===== src/rtl/control_flow_unit.sv =====
// control_flow_unit
// Decodes fetched instructions against the ALU zero flag and drives the
// redirect controls for fetch: single-cycle branch/jump pulses with their
// targets, a wrong-path squash window after every redirect, and a sticky halt.
`timescale 1ns/1ps

module control_flow_unit #(
  parameter int FLUSH_CYCLES = 2,   // squash window length, 1..7
  parameter int PC_W         = 10,
  parameter int INSTR_W      = 16
) (
  input  logic               clk,
  input  logic               reset,
  input  logic               instr_valid,
  input  logic [INSTR_W-1:0] instr,
  input  logic [PC_W-1:0]    instr_pc,
  input  logic               cond_zero,
  output logic               branch,
  output logic [PC_W-1:0]    branch_addr,
  output logic               jump,
  output logic [PC_W-1:0]    jump_target,
  output logic               halted,
  output logic               flush,
  output logic [7:0]         taken_count
);

  typedef enum logic [1:0] {
    ST_RUN    = 2'd0,
    ST_FLUSH  = 2'd1,
    ST_HALTED = 2'd2
  } state_t;

  localparam logic [3:0] OP_HALT = 4'hF;
  localparam logic [3:0] OP_JMP  = 4'hE;
  localparam logic [3:0] OP_BZ   = 4'hD;
  localparam logic [3:0] OP_BNZ  = 4'hC;

  // Flush window length as loaded into the 3-bit down-counter.
  localparam logic [2:0] FLUSH_INIT = 3'(FLUSH_CYCLES);

  // Architectural state
  state_t            r_state;
  logic [2:0]        r_flush_cnt;
  logic              r_branch;
  logic              r_jump;
  logic [PC_W-1:0]   r_branch_addr;
  logic [PC_W-1:0]   r_jump_target;
  logic [7:0]        r_taken_count;

  // Next-state values
  state_t            w_state_next;
  logic [2:0]        w_flush_cnt_next;
  logic              w_branch_next;
  logic              w_jump_next;
  logic [PC_W-1:0]   w_branch_addr_next;
  logic [PC_W-1:0]   w_jump_target_next;
  logic [7:0]        w_taken_count_next;

  // Decode
  logic [3:0]        w_opcode;
  logic              w_is_halt;
  logic              w_is_jmp;
  logic              w_br_taken;
  logic [PC_W-1:0]   w_imm_sext;
  logic [PC_W-1:0]   w_branch_tgt;
  logic [PC_W-1:0]   w_jmp_tgt;
  logic              w_unused_instr_bits;

  assign w_opcode   = instr[INSTR_W-1 -: 4];
  assign w_is_halt  = (w_opcode == OP_HALT);
  assign w_is_jmp   = (w_opcode == OP_JMP);
  assign w_br_taken = ((w_opcode == OP_BZ)  &&  cond_zero) ||
                      ((w_opcode == OP_BNZ) && !cond_zero);

  // PC-relative target: pc + 1 + sign-extended 8-bit offset, wrapping mod 2^PC_W.
  assign w_imm_sext   = {{(PC_W-8){instr[7]}}, instr[7:0]};
  assign w_branch_tgt = instr_pc + PC_W'(1) + w_imm_sext;
  assign w_jmp_tgt    = instr[PC_W-1:0];

  // Bits between the opcode and the jump field carry no meaning here.
  assign w_unused_instr_bits = ^instr;

  // Next-state and registered-output computation for the RUN/FLUSH/HALTED FSM.
  always_comb begin
    w_state_next       = r_state;
    w_flush_cnt_next   = r_flush_cnt;
    w_branch_next      = 1'b0;
    w_jump_next        = 1'b0;
    w_branch_addr_next = r_branch_addr;
    w_jump_target_next = r_jump_target;
    w_taken_count_next = r_taken_count;

    case (r_state)
      ST_RUN: begin
        if (instr_valid) begin
          if (w_is_halt) begin
            w_state_next = ST_HALTED;
          end else if (w_is_jmp) begin
            w_jump_next        = 1'b1;
            w_jump_target_next = w_jmp_tgt;
            w_taken_count_next = r_taken_count + 8'd1;
            w_state_next       = ST_FLUSH;
            w_flush_cnt_next   = FLUSH_INIT;
          end else if (w_br_taken) begin
            w_branch_next      = 1'b1;
            w_branch_addr_next = w_branch_tgt;
            w_taken_count_next = r_taken_count + 8'd1;
            w_state_next       = ST_FLUSH;
            w_flush_cnt_next   = FLUSH_INIT;
          end
        end
      end

      ST_FLUSH: begin
        // Inputs are wrong-path here; only the window counter advances.
        if (r_flush_cnt <= 3'd1) begin
          w_state_next     = ST_RUN;
          w_flush_cnt_next = 3'd0;
        end else begin
          w_flush_cnt_next = r_flush_cnt - 3'd1;
        end
      end

      ST_HALTED: begin
        // Sticky until reset; everything frozen.
      end

      default: begin
        w_state_next     = ST_RUN;
        w_flush_cnt_next = 3'd0;
      end
    endcase
  end

  // State and output registers; reset cancels any pulse immediately.
  always_ff @(posedge clk or posedge reset) begin
    if (reset) begin
      r_state       <= ST_RUN;
      r_flush_cnt   <= 3'd0;
      r_branch      <= 1'b0;
      r_jump        <= 1'b0;
      r_branch_addr <= '0;
      r_jump_target <= '0;
      r_taken_count <= 8'd0;
    end else begin
      r_state       <= w_state_next;
      r_flush_cnt   <= w_flush_cnt_next;
      r_branch      <= w_branch_next;
      r_jump        <= w_jump_next;
      r_branch_addr <= w_branch_addr_next;
      r_jump_target <= w_jump_target_next;
      r_taken_count <= w_taken_count_next;
    end
  end

  assign branch      = r_branch;
  assign jump        = r_jump;
  assign branch_addr = r_branch_addr;
  assign jump_target = r_jump_target;
  assign taken_count = r_taken_count;
  assign flush       = (r_state == ST_FLUSH);
  assign halted      = (r_state == ST_HALTED);

endmodule


===== config.mk =====
export PLATFORM = sky130hd
export DESIGN_NAME = control_flow_unit
export DESIGN_NICKNAME = d
export VERILOG_FILES = /design/src/rtl/control_flow_unit.sv
export SDC_FILE = /design/constraint.sdc
export NUM_CORES = 1
export LEC_CHECK = 0
export ABC_CLOCK_PERIOD_IN_PS = 1490
export CAP_MARGIN = 25
export CORE_MARGIN = 2
export CORE_UTILIZATION = 41
export CTS_CLUSTER_SIZE = 28
export DETAILED_ROUTE_END_ITERATION = 10
export PLACE_DENSITY = 0.87
export SYNTH_ARGS = -nofsm -noshare
export SYNTH_HDL_FRONTEND = slang
export SYNTH_SLANG_ARGS = --single-unit

===== constraint.sdc =====
create_clock -name clk -period 1.49 [get_ports clk]
set_input_delay 0.298 -clock clk [delete_from_list [all_inputs] [get_ports clk]]
set_output_delay 0.298 -clock clk [all_outputs]
set_load 0.01 [all_outputs]

==> flow_metrics.py <==
metrics = {
    "logic_synthesis": {
        "synth_nets": 219,
        "syn_avg_cell_area_sq_um": 10.5,
        "synth_warnings": 0,
        "netlist_instances": 177,
        "synth_seq_cells": 35,
        "ys_seq_area_frac": 0.473,
        "netlist_area_sq_um": 1850,
        "ys_types": 39,
    },
    "floorplan": {
        "dieArea_sq_um": 5070,
        "core_area_sq_um": 4350,
        "fp.dieW_microns": 71.2,
        "pin_count": 62,
        "die_y_microns": 71.2,
        "start_util": 0.426,
        "rows": 24,
    },
    "hold_path": {
        "hp-class": "input port to flop",
    },
    "sta": {
        "finalCritPeriodShare": 1.06,
        "rsz0062_at_grt": "yes",
        "max_freq_mhz": 635,
        "maxSlewHeadroom": 0.816,
        "period_minus_slack_ps": 1580,
        "finalHoldViolCount": 0,
        "fin_ws_ps": -86.0,
        "clock_skew_ps": 2.68,
        "whs_ps": 260,
        "worst_pin_slew_ps": 274,
        "final_max_slew_viol_count": 0,
        "setup_viol": 10,
    },
    "grt": {
        "grt_first_pass_wirelength_microns": 8150,
        "grt_pass1_vias": 1740,
        "grt_usage": 0.206,
        "grt_max_degree": 36,
        "overflow": 0,
        "antenna_found_initial": 0,
    },
    "placed_design": {
        "io_buffers": 59,
        "dpl.cell_count": 313,
        "dpl.hpwl_microns": 3440,
        "gp_congestion": 0.844,
        "placedInstanceArea_sq_um": 2750,
    },
    "outcome": {
        "violations": "setup timing",
        "outcome": "complete, but fails checks",
    },
    "routing": {
        "avgRoutedWirePerCell_microns": 15.7,
        "wl_microns": 5130,
        "vias": 1677,
        "drt_iter0_markers": 45,
        "drcViolationCount": 0,
        "antenna_left": 0,
        "via_per_inst": 5.13,
        "dr.pass1.iters": 4,
    },
    "cells_and_area": {
        "n_antenna_cell": 0,
        "finalNetCount": 316,
        "seq_area_sq_um": 876,
        "final_cells": 327,
        "stdcell_area_sq_um": 3160,
        "area_delta_synth_final_pct": 70.4,
        "fill_cells": 298,
        "drive_gt1_frac": 0.356,
        "multi_input_area_sq_um": 1190,
    },
    "flow_run": {
        "maxCapViolCount": 0,
    },
    "worst_setup_path": {
        "cpPeakStageDelay_ps": 430,
        "cp-start-kind": "flop",
        "cp_max_fo": 6,
        "reg2reg_slack_ps": -90,
        "setup.worst_path.end_class": "flop",
        "cp_data_arrival_time_ps": 1740,
        "crit_required_ps": 1660,
        "path_cells": "nor3_2 > nor3b_4 > buf_6 > mux2_4",
        "crit_type": "flop to flop",
        "crit_slowest_cell": "dfrtp_1",
    },
    "cts": {
        "cts_hold_buf": 0,
        "cts_htree_levels": 2,
        "clkLatencyLatePin_ps": 280,
        "numCtsBuffers": 5,
        "cts_tree": "done",
        "path_clk_slew_ps": 70,
        "cts_root_buf": "clkbuf_8",
        "clock_path_buffers": 2,
        "clkSinkCount": 35,
    },
    "power_and_ir_drop": {
        "power_mw": 3.85,
        "vdd_ir_drop_max_uv": 708,
        "p_leak_nw": 1.74,
        "p_per_area_nw_per_um2": 1220,
    },
}
==> layout make-up <==
cell class,count,area share
Clock inverter,3,0.00475
Inverter,10,0.0174
Tap cell,52,0.0206
Clock buffer,5,0.0218
Timing Repair Buffer,93,0.282
Multi-Input combinational cell,129,0.376
Sequential cell,35,0.277
==> cells by family (layout without fill, tap and decap cells) <==
logic type | Yosys count | after routing | synth area share
fa+ha+maj | 12 | 12 | 0.0851
buf+inv | 13 | 111 | 0.0331
xor+xnor | 15 | 15 | 0.0709
mux | 11 | 11 | 0.0662
flops | 35 | 35 | 0.473
compound gates | 36 | 36 | 0.117
simple gates | 55 | 55 | 0.155
==> synthesized netlist by cell type (all sizes together) <==
cell type | n | share of area
a211oi | 3 | 0.012
a21o | 2 | 0.0081
a21oi | 4 | 0.011
a22oi | 1 | 0.0041
a31oi | 1 | 0.0034
and2 | 1 | 0.0034
and2b | 1 | 0.0041
and3 | 2 | 0.0068
and4b | 1 | 0.0054
buf | 3 | 0.013
dfrtp | 35 | 0.47
fa | 1 | 0.011
ha | 11 | 0.074
inv | 10 | 0.020
mux2 | 10 | 0.061
mux2i | 1 | 0.0054
nand2 | 20 | 0.041
nand2b | 1 | 0.0034
nand3 | 4 | 0.011
nand4 | 4 | 0.017
nor2 | 9 | 0.018
nor2b | 4 | 0.014
nor3 | 4 | 0.011
nor3b | 1 | 0.0068
nor4 | 1 | 0.0068
o211ai | 1 | 0.0041
o21a | 4 | 0.016
o21ai | 17 | 0.046
o22ai | 1 | 0.0034
o31a | 1 | 0.0047
o31ai | 1 | 0.0041
or2 | 1 | 0.0034
or3b | 1 | 0.0047
xnor2 | 9 | 0.043
xor2 | 6 | 0.028
==> worst paths after layout <==
path,start,to,depth (start not counted)
setup reg to reg,r_state[0],jump_target[1],4
max in group asynchronous,reset,branch_addr[4],3
hold reg to reg,taken_count[7],taken_count[7],1
hold / removal,instr[0],jump_target[0],2
setup / recovery,r_state[0],jump_target[1],4
min in group asynchronous,reset,branch_addr[1],3
==> critical path: cells and delay by family (launching register included) <==
kind | cells | cell delay, ps
and+or+nand+nor | 2 | 540
buffers and inverters | 1 | 190
muxes | 1 | 310
DFF | 1 | 430
==> sequential cells by signal, indices dropped and copies added (netlist names) <==
name         cells
r_state          2
jump             1
branch           1
branch_addr     10
taken_count      8
jump_target     10
r_flush_cnt      3
==> what timing repair did <==
action	CTS	global route
setup buffers	8	0
endpoints found under the setup margin	34	51
gates cloned	1	0
endpoints found under the hold margin	0	0
pin swaps	24	11
gates resized for setup	95	38
==> power breakdown <==
part	leakage [nW]	switching [mW]	internal, mW
Sequential	0.453	0.212	1.28
Combinational	1.24	0.723	0.970
Clock	0.0477	0.336	0.320
==> metal layers <==
layer / up-vias / share of wire / GRT usage
met5: - / 0 / 0
met4: 0 / 0.018 / 0.0734
met3: 8 / 0.043 / 0.0408
met2: 45 / 0.54 / 0.363
met1: 809 / 0.40 / 0.251
li1: 815 / - / -
==> cells in the final DEF, fill, tap and decap left out, drive strengths merged, types with 2 or more instances in the layout <==
| cell | count |
|---|---|
| dlygate4sd2 | 21 |
| nor3 | 4 |
| xnor2 | 9 |
| nor2 | 9 |
| ha | 11 |
| o21a | 4 |
| clkbuf | 6 |
| buf | 40 |
| nand2 | 20 |
| and3 | 2 |
| nand4 | 4 |
| mux2 | 10 |
| a211oi | 3 |
| o21ai | 17 |
| nor2b | 4 |
| a21o | 2 |
| xor2 | 6 |
| clkdlybuf4s15 | 3 |
| dfrtp | 35 |
| a21oi | 4 |
| dlymetal6s2s | 22 |
| inv | 10 |
| nand3 | 4 |
| clkinv | 3 |
| clkdlybuf4s50 | 6 |
==> per-stage QoR <==
step | setup slack [ps] | util | TNS (ps)
final | -86.0 | 0.725 | -726
after global routing | -121 | 0.725 | -1190
after CTS | -45.2 | 0.703 | -311
after detailed placement | -828 | 0.630 | -13630
after global placement | -767 | 0.630 | -12560
after floorplan | -65.3 | - | -215
Power figures use the tool's default switching activity.
